[src/rtl/alu_pipe_if.sv]
// Handshake/data bundle for the pipelined integer ALU.
// The issue side presents an operation with valid_i/ready_o.
// The write-back side takes results with valid_o/ready_i.
// flush_i and the completion counter travel in the same bundle.
interface alu_pipe_if #(
  parameter int XLEN  = 64,
  parameter int TAG_W = 16
);
  logic             flush_i;
  logic             valid_i;
  logic             ready_o;
  logic [3:0]       op_i;
  logic             word_i;
  logic [XLEN-1:0]  data_rs1_i;
  logic [XLEN-1:0]  data_rs2_i;
  logic [TAG_W-1:0] tag_i;
  logic             valid_o;
  logic             ready_i;
  logic [XLEN-1:0]  result_o;
  logic [TAG_W-1:0] tag_o;
  logic [31:0]      count_o;

  // Driver side: the issue stage plus the write-back consumer.
  modport master (
    output flush_i, valid_i, op_i, word_i, data_rs1_i, data_rs2_i, tag_i, ready_i,
    input  ready_o, valid_o, result_o, tag_o, count_o
  );

  // ALU side.
  modport slave (
    input  flush_i, valid_i, op_i, word_i, data_rs1_i, data_rs2_i, tag_i, ready_i,
    output ready_o, valid_o, result_o, tag_o, count_o
  );
endinterface

[src/rtl/alu_pipe.sv]
// Pipelined RV32I/RV64I integer ALU.
// The result is computed combinationally at the input and captured into stage 0.
// It then moves through STAGES elastic register stages with valid/ready backpressure.
// flush_i kills every in-flight operation. count_o counts delivered results.
// XLEN must be 32 or 64. STAGES must be in the range 1..4.
module alu_pipe #(
  parameter int XLEN   = 64,
  parameter int STAGES = 2,
  parameter int TAG_W  = 16
) (
  input  logic       clk_i,
  input  logic       rstn_i,
  alu_pipe_if.slave  bus
);

  localparam int SH_W = (XLEN == 64) ? 6 : 5;

  localparam logic [3:0] OP_ADD  = 4'd0;
  localparam logic [3:0] OP_SUB  = 4'd1;
  localparam logic [3:0] OP_SLL  = 4'd2;
  localparam logic [3:0] OP_SLT  = 4'd3;
  localparam logic [3:0] OP_SLTU = 4'd4;
  localparam logic [3:0] OP_XOR  = 4'd5;
  localparam logic [3:0] OP_SRL  = 4'd6;
  localparam logic [3:0] OP_SRA  = 4'd7;
  localparam logic [3:0] OP_OR   = 4'd8;
  localparam logic [3:0] OP_AND  = 4'd9;

  logic [XLEN-1:0]  rs1;
  logic [XLEN-1:0]  rs2;
  logic [SH_W-1:0]  shamt;
  logic [XLEN-1:0]  full_res;
  logic [XLEN-1:0]  alu_res;

  logic [STAGES-1:0] v_q;
  logic [STAGES-1:0] v_d;
  logic [STAGES-1:0] load;
  logic [STAGES-1:0] hand;
  logic [XLEN-1:0]   res_q [STAGES];
  logic [XLEN-1:0]   res_d [STAGES];
  logic [TAG_W-1:0]  tag_q [STAGES];
  logic [TAG_W-1:0]  tag_d [STAGES];
  logic [31:0]       count_q;
  logic [31:0]       count_d;
  logic              accept;

  assign rs1 = bus.data_rs1_i;
  assign rs2 = bus.data_rs2_i;

  // Full-width ALU. The shift amount takes the low log2(XLEN) bits of rs2. Reserved opcodes yield 0.
  always_comb begin
    shamt    = rs2[SH_W-1:0];
    full_res = '0;
    case (bus.op_i)
      OP_ADD:  full_res = rs1 + rs2;
      OP_SUB:  full_res = rs1 - rs2;
      OP_SLL:  full_res = rs1 << shamt;
      OP_SLT:  full_res = {{(XLEN-1){1'b0}}, ($signed(rs1) < $signed(rs2))};
      OP_SLTU: full_res = {{(XLEN-1){1'b0}}, (rs1 < rs2)};
      OP_XOR:  full_res = rs1 ^ rs2;
      OP_SRL:  full_res = rs1 >> shamt;
      OP_SRA:  full_res = $signed(rs1) >>> shamt;
      OP_OR:   full_res = rs1 | rs2;
      OP_AND:  full_res = rs1 & rs2;
      default: full_res = '0;
    endcase
  end

  if (XLEN == 64) begin : g_word
    logic [31:0] w_res;
    logic        w_en;

    // W-variant datapath on the low 32 bits. Only ADD/SUB/SLL/SRL/SRA honour word_i.
    always_comb begin
      w_res = '0;
      w_en  = 1'b0;
      case (bus.op_i)
        OP_ADD: begin
          w_en  = bus.word_i;
          w_res = rs1[31:0] + rs2[31:0];
        end
        OP_SUB: begin
          w_en  = bus.word_i;
          w_res = rs1[31:0] - rs2[31:0];
        end
        OP_SLL: begin
          w_en  = bus.word_i;
          w_res = rs1[31:0] << rs2[4:0];
        end
        OP_SRL: begin
          w_en  = bus.word_i;
          w_res = rs1[31:0] >> rs2[4:0];
        end
        OP_SRA: begin
          w_en  = bus.word_i;
          w_res = $signed(rs1[31:0]) >>> rs2[4:0];
        end
        default: begin
          w_en  = 1'b0;
          w_res = '0;
        end
      endcase
    end

    assign alu_res = w_en ? {{(XLEN-32){w_res[31]}}, w_res} : full_res;
  end else begin : g_no_word
    assign alu_res = full_res;
  end

  // Handshake chain, walked from the output back to stage 0.
  // A stage hands off when it is valid and its successor loads.
  // A stage loads when it is empty or hands off in the same cycle.
  always_comb begin
    hand = '0;
    load = '0;
    hand[STAGES-1] = v_q[STAGES-1] & bus.ready_i;
    load[STAGES-1] = ~v_q[STAGES-1] | hand[STAGES-1];
    for (int k = STAGES - 2; k >= 0; k--) begin
      hand[k] = v_q[k] & load[k+1];
      load[k] = ~v_q[k] | hand[k];
    end
  end

  assign accept = bus.valid_i & load[0] & ~bus.flush_i;

  // Next state for every stage. Data only moves alongside a valid bit.
  // Flush overrides all valid bits.
  always_comb begin
    v_d   = v_q;
    res_d = res_q;
    tag_d = tag_q;

    if (load[0]) begin
      v_d[0] = accept;
      if (accept) begin
        res_d[0] = alu_res;
        tag_d[0] = bus.tag_i;
      end
    end

    for (int k = 1; k < STAGES; k++) begin
      if (load[k]) begin
        v_d[k] = v_q[k-1];
        if (v_q[k-1]) begin
          res_d[k] = res_q[k-1];
          tag_d[k] = tag_q[k-1];
        end
      end
    end

    if (bus.flush_i) begin
      v_d = '0;
    end
  end

  // Completed-operation counter. It advances on every output handshake, including one during a flush.
  always_comb begin
    count_d = count_q + {31'd0, hand[STAGES-1]};
  end

  // Pipeline and counter state. Asynchronous active-low reset empties the pipe.
  always_ff @(posedge clk_i or negedge rstn_i) begin
    if (!rstn_i) begin
      v_q     <= '0;
      count_q <= '0;
      for (int k = 0; k < STAGES; k++) begin
        res_q[k] <= '0;
        tag_q[k] <= '0;
      end
    end else begin
      v_q     <= v_d;
      res_q   <= res_d;
      tag_q   <= tag_d;
      count_q <= count_d;
    end
  end

  assign bus.ready_o  = load[0];
  assign bus.valid_o  = v_q[STAGES-1];
  assign bus.result_o = v_q[STAGES-1] ? res_q[STAGES-1] : '0;
  assign bus.tag_o    = v_q[STAGES-1] ? tag_q[STAGES-1] : '0;
  assign bus.count_o  = count_q;

endmodule

[src/flat_wrapper.sv]
// flat-port wrapper written by rule: the top's interface ports become plain ports
module alu_pipe_flat 
#(
  parameter int XLEN   = 64,
  parameter int STAGES = 2,
  parameter int TAG_W  = 16
)
  (clk_i, rstn_i, bus_flush_i, bus_valid_i, bus_op_i, bus_word_i, bus_data_rs1_i, bus_data_rs2_i, bus_tag_i, bus_ready_i, bus_ready_o, bus_valid_o, bus_result_o, bus_tag_o, bus_count_o);
  alu_pipe_if #(.XLEN(XLEN), .TAG_W(TAG_W)) bus_i ();
  input  logic clk_i;
  input  logic rstn_i;
  input wire logic [$bits(bus_i.flush_i)-1:0] bus_flush_i;
  input wire logic [$bits(bus_i.valid_i)-1:0] bus_valid_i;
  input wire logic [$bits(bus_i.op_i)-1:0] bus_op_i;
  input wire logic [$bits(bus_i.word_i)-1:0] bus_word_i;
  input wire logic [$bits(bus_i.data_rs1_i)-1:0] bus_data_rs1_i;
  input wire logic [$bits(bus_i.data_rs2_i)-1:0] bus_data_rs2_i;
  input wire logic [$bits(bus_i.tag_i)-1:0] bus_tag_i;
  input wire logic [$bits(bus_i.ready_i)-1:0] bus_ready_i;
  output wire logic [$bits(bus_i.ready_o)-1:0] bus_ready_o;
  output wire logic [$bits(bus_i.valid_o)-1:0] bus_valid_o;
  output wire logic [$bits(bus_i.result_o)-1:0] bus_result_o;
  output wire logic [$bits(bus_i.tag_o)-1:0] bus_tag_o;
  output wire logic [$bits(bus_i.count_o)-1:0] bus_count_o;
  assign bus_i.flush_i = bus_flush_i;
  assign bus_i.valid_i = bus_valid_i;
  assign bus_i.op_i = bus_op_i;
  assign bus_i.word_i = bus_word_i;
  assign bus_i.data_rs1_i = bus_data_rs1_i;
  assign bus_i.data_rs2_i = bus_data_rs2_i;
  assign bus_i.tag_i = bus_tag_i;
  assign bus_i.ready_i = bus_ready_i;
  assign bus_ready_o = bus_i.ready_o;
  assign bus_valid_o = bus_i.valid_o;
  assign bus_result_o = bus_i.result_o;
  assign bus_tag_o = bus_i.tag_o;
  assign bus_count_o = bus_i.count_o;
  alu_pipe #(.XLEN(XLEN), .STAGES(STAGES), .TAG_W(TAG_W)) u_core (.clk_i(clk_i), .rstn_i(rstn_i), .bus(bus_i));
endmodule
[config.mk]
export PLATFORM = sky130hd
export DESIGN_NAME = alu_pipe_flat
export DESIGN_NICKNAME = d
export VERILOG_FILES = /design/src/rtl/alu_pipe_if.sv /design/src/rtl/alu_pipe.sv /design/src/flat_wrapper.sv
export SDC_FILE = /design/constraint.sdc
export NUM_CORES = 2
export LEC_CHECK = 0
export BUFFER_PORTS_ARGS = -buffer_cell sky130_fd_sc_hd__buf_4
export CORE_AREA = 3 3 270 272
export DETAILED_ROUTE_END_ITERATION = 12
export DIE_AREA = 0 0 273 275
export PLACE_DENSITY = 0.71
export RECOVER_POWER = 50
export SYNTH_ARGS = -nofsm -noshare
export SYNTH_HDL_FRONTEND = slang
export SYNTH_SLANG_ARGS = --single-unit
[constraint.sdc]
create_clock -name clk_i -period 6.63 [get_ports clk_i]
set_input_delay 1.326 -clock clk_i [delete_from_list [all_inputs] [get_ports clk_i]]
set_output_delay 1.326 -clock clk_i [all_outputs]
set_load 0.1 [all_outputs]
# Word level (Yosys, flattened, before mapping)
# Cells that the tools add are included.
# totals
register_bits	194
input_bits	154
out_inout_bits	114
# classes
add_sub_neg	5
n_lt_le_gt_ge	2
eq_ne	9
shift	6
muxes	9
bitwise	12
reduce_logical	6
# op_table
operator	count
$pmux 64 s10	1
$pmux 32 s5	1
$lt 64x64->1	2
$mux 64	2
$add 64x64->64	1
$and 64x64->64	1
$or 64x64->64	1
$shl 64x6->64	1
$shr 64x6->64	1
$sshr 64x6->64	1
$sub 64x64->64	1
$xor 64x64->64	1
$add 32x1->32	1
$add 32x32->32	1
$shl 32x5->32	1
$shr 32x5->32	1
$sshr 32x5->32	1
$sub 32x32->32	1
$eq 4x3->1 const B	4
$mux 16	1
$eq 4x2->1 const B	2
$eq 4x4->1 const B	2
$reduce_or 5->1	1
$and 1x1->1	4
other kinds (8)	15

# Depth between registers and ports, before layout
# depth
depth_word	8
ltp_mapped	24

# Least setup slack after synthesis
# Ideal clock, no wire load.
# synth_path
path_type	input to register
startpoint	input port bus_data_rs2_i[0]
endpoint	register u_core.res_q[126] (netlist bit)
setup_ps	131
arrival_time_ps	5954
required_ps	6499
setup_slack_ps	546
cell_stages	22
path_buffers	5
path_cell_list	buf_4 inv_2 buf_2 buf_1 buf_2 ha_1 and3_1 nand2_1 o31ai_1 xnor2_1 ha_1 and2_1 a221o_1 a2bb2oi_1 a21bo_2 o41ai_1 o31a_1 xnor2_1 o21bai_4 buf_6 nor3_1 nor3_2
# synth_via
elab_chain_cells	3
elab_cells_between_ends	13
classes_between	add/sub (4); shift (6); mux (3)
# synth_lines
item	line_no	source
from (decl)	flat_wrapper.sv:17	input wire logic [$bits(bus_i.data_rs2_i)-1:0] bus_data_rs2_i;
$sub 64x64->64, or another cell as far along	alu_pipe.sv:56	OP_SUB: full_res = rs1 - rs2;
$pmux 64 s10 / $pmux 32 s5 (equally long branches)	alu_pipe.sv:54, alu_pipe.sv:77	
$mux 64 *	alu_pipe.sv:105	assign alu_res = w_en ? {{(XLEN-32){w_res[31]}}, w_res} : full_res;
to (signal assigned)	alu_pipe.sv:172	res_q <= res_d;
to (decl)	alu_pipe.sv:39	logic [XLEN-1:0] res_q [STAGES];
# Every way passes the cells marked *; elsewhere a longest branch is shown, timed or not.
# A chain may end at the register's enable or synchronous reset.

# Worst setup path in the final report
# layout_path
startpoint	input port bus_data_rs2_i[0]
endpoint	register u_core.res_q[118] (netlist bit)
# Same word-level chain as after synthesis.

==> impl_results.md <==
* Core box area at 71,000 um^2
* Initial antenna violation count at 21
* Die height at 275 um
* Crit path DAT at 6370 ps
* Synth cell count leaders: nor2_1 (494), nand2_1 (397), a21oi_1 (388), o21ai_0 (304), clkbuf_1 (232)
* Number of global-route vias before repair at 35,200
* Fin crit period at 6010 ps
* Area growth syn-to-layout at 12.9%
* Setup TNS at 0 ps
* Placed Cells at 5,314
* Async S/R FF share, synth at 1.00
* Unrepaired setup endpoints after global routing: false
* Filler instances at 7,166
* Wire per inst at 35.2 um
* Final #Nets at 4,766
* FMAX at 0.166 GHz
* DRC at 0
* DR iter-0 viols at 5,749
* Clk sink count at 194
* FF+latch count, synth at 194
* Post-cts gate resize count at 0
* Data required, critical path at 6990 ps
* TritonCTS clock tree: built
* Lkg Pwr at 0.0153 uW
* Grt ovf at 0
* Yosys warnings at 0
* Crit-path max FO at 16
* Setup crit start kind: input pin
* Cell taking the most area after synthesis: dfrtp_1
* Final ANT Viol Nets at 0
* Clock-pin slew on the worst setup and hold paths at 90 ps
* Worst Reg2Reg Path Length in Cells at 6
* Post-Synthesis Cell Area at 31,800 um^2
* Fin cells at 5,357
* Synth Area per Inst at 7.50 um^2
* Placed Area at 35,300 um^2
* Post-synth cell types at 93
* First-pass GRT wire length at 262,000 um
* Num CTS Buffers at 17
* Hold-fix buffers, CTS at 0
* Power per Cell Area at 173 nW/um^2
* Clock Path Buffers at 2
* Reg area at 4850 um^2
* Most common cell in the netlist: nor2_1
* Pre-antenna DRT Iters at 6
* Period Utilization, post-route at 0.906
* Status: finished, violations left
* Hold WC Path Type: flip-flop to flip-flop
* Clock Skew at 26.7 ps
* Post-synth EDFFs at 0
* Post-Syn Nets at 4,618
* MaxCap Viol Count at 5
* Post-DP HPWL at 145,000 um
* Post-layout util at 0.505
* Post-CTS setup buffers at 0
* Layout cell share with drive strength beyond 1 at 0.174
* Worst hold stages at 2
* Worst slew pin tran at 4080 ps
* Fin. max-slew vios at 198
* Top cell type's share of synthesized area at 0.153
* Final Cell Area at 35,800 um^2
* Setup crit end kind: flip-flop
* Overall Global Routing Usage at 0.483
* Die ar. at 75,100 um^2
* Root Buffer: clkbuf_16
* Final setup violating endpoints at 0
* Crit Path Class: input pin to flip-flop
* Worst vdd ir at 161 uV
* Register area share after synthesis at 0.153
* Worst slew margin relative to its limit at -1.72
* Routed vias at 38,400
* Worst-Skew Late Latency at 500 ps
* Top Ports at 268
* Multi-input combinational cell area at 24,800 um^2
* Gate Count Post-Synth at 4,235
* Final Hold Viols at 0
* Failing checks: capacitance limit, slew limit
* Largest net degree at the start of global routing at 161
* Htree depth at 4
* Die W at 273 um
* GPL Wtd Cong at 1.11
* WL final at 189,000 um
* Row count at 98
* Vias per Instance at 7.17
* I/O Buffers at 267
* Initial Util at 0.447
* Ranking of synthesized cells by area: dfrtp_1 (15%), mux4_2 (10%), ha_1 (8.9%), a21oi_1 (6.1%), nor2_1 (5.8%)
* Ys flop type: dfrtp_1
==> registers in the layout, summed over array words and instances, names as in the netlist <==
register and cells:
u_core.res_q 128, u_core.bus.count_o 32, u_core.tag_q 32, u_core.v_q 2
==> kinds of logic after synthesis <==
family / count (synthesis) / synth area share
adders and majority gates: 229 / 0.0909
AOI/OAI and AO/OA: 1388 / 0.283
xor gates and xnor gates: 117 / 0.0325
muxes: 349 / 0.171
buffers and inverters: 556 / 0.0686
and+or+nand+nor: 1402 / 0.202
DFF: 194 / 0.153
==> power breakdown <==
| part | total (uW) | leakage [uW] | switching (uW) | internal, uW |
|---|---|---|---|---|
| registers | 1570 | 0.00242 | 171 | 1400 |
| clock network | 1180 | 0.000322 | 631 | 548 |
| logic | 3450 | 0.0126 | 2340 | 1110 |
==> cell usage in the layout, fill, tap and decap left out, drive strengths merged, types with 37 or more instances in the layout <==
cell type,n
nand2,397
a211oi,80
nor3,105
a221oi,37
nand3,78
o211ai,42
a31oi,60
clkbuf,51
nor2,495
a21oi,388
o21ai,306
o22ai,44
ha,226
mux2i,105
nand4,40
xnor2,101
inv,228
nor4,38
a21o,51
buf,431
mux4,144
o31ai,50
dfrtp,194
and2,107
mux2,100
==> routing by layer <==
layer / share of wire / global-route usage / wire (um) / vias to the layer above
met3: 0.15 / 0.179 / 27400 / 779
met5: 0.00040 / 0 / 75 / -
met2: 0.41 / 0.709 / 77200 / 3190
li1: - / - / - / 16000
met1: 0.36 / 0.598 / 68900 / 18500
met4: 0.080 / 0.307 / 15100 / 12
==> critical path, cell delays in order <==
cell and delay (ps):
buf_6 160, or4_1 600, nor3_4 150, and2_4 190, nand2_1 80, o41ai_1 340
xnor2_1 120, ha_1 380, and3_1 240, nand4_1 200, nor2_1 170, a2bb2oi_1 70
a21bo_2 220, o41ai_1 90, buf_4 160, o31a_1 240, xnor2_1 630, o21bai_4 260
buf_4 230, a2111oi_0 350, a21oi_1 120
==> final timing paths <==
path                                               end         startpoint  slack [ps]
worst max-delay path                 u_core.res_q[118]  bus_data_rs2_i[0]         620
worst min-delay path                  u_core.tag_q[26]   u_core.tag_q[26]         480
worst max register to register        u_core.res_q[69]      u_core.v_q[1]        2120
worst min register to register        u_core.tag_q[26]   u_core.tag_q[26]         480
min in group asynchronous       u_core.bus.count_o[13]             rstn_i        2250
max in group asynchronous             u_core.res_q[85]             rstn_i        1370
==> layout make-up <==
class	instances	share of cell area
antenna	11	0.000768
clock buffer	17	0.0119
clock inverter	15	0.00660
inverter	220	0.0231
multi-input combinational	3485	0.691
sequential	194	0.135
tap	950	0.0332
timing repair buffer	465	0.0977
==> stage by stage <==
step	hold WS (ps)	total power (uW)	worst slack, ps
floorplan	442	3580	546
global placement	455	4860	383
detailed placement	463	4870	391
CTS	482	6050	875
global route	502	6390	436
finish	479	6200	623
No activity file was read; power rests on OpenSTA's default activity.
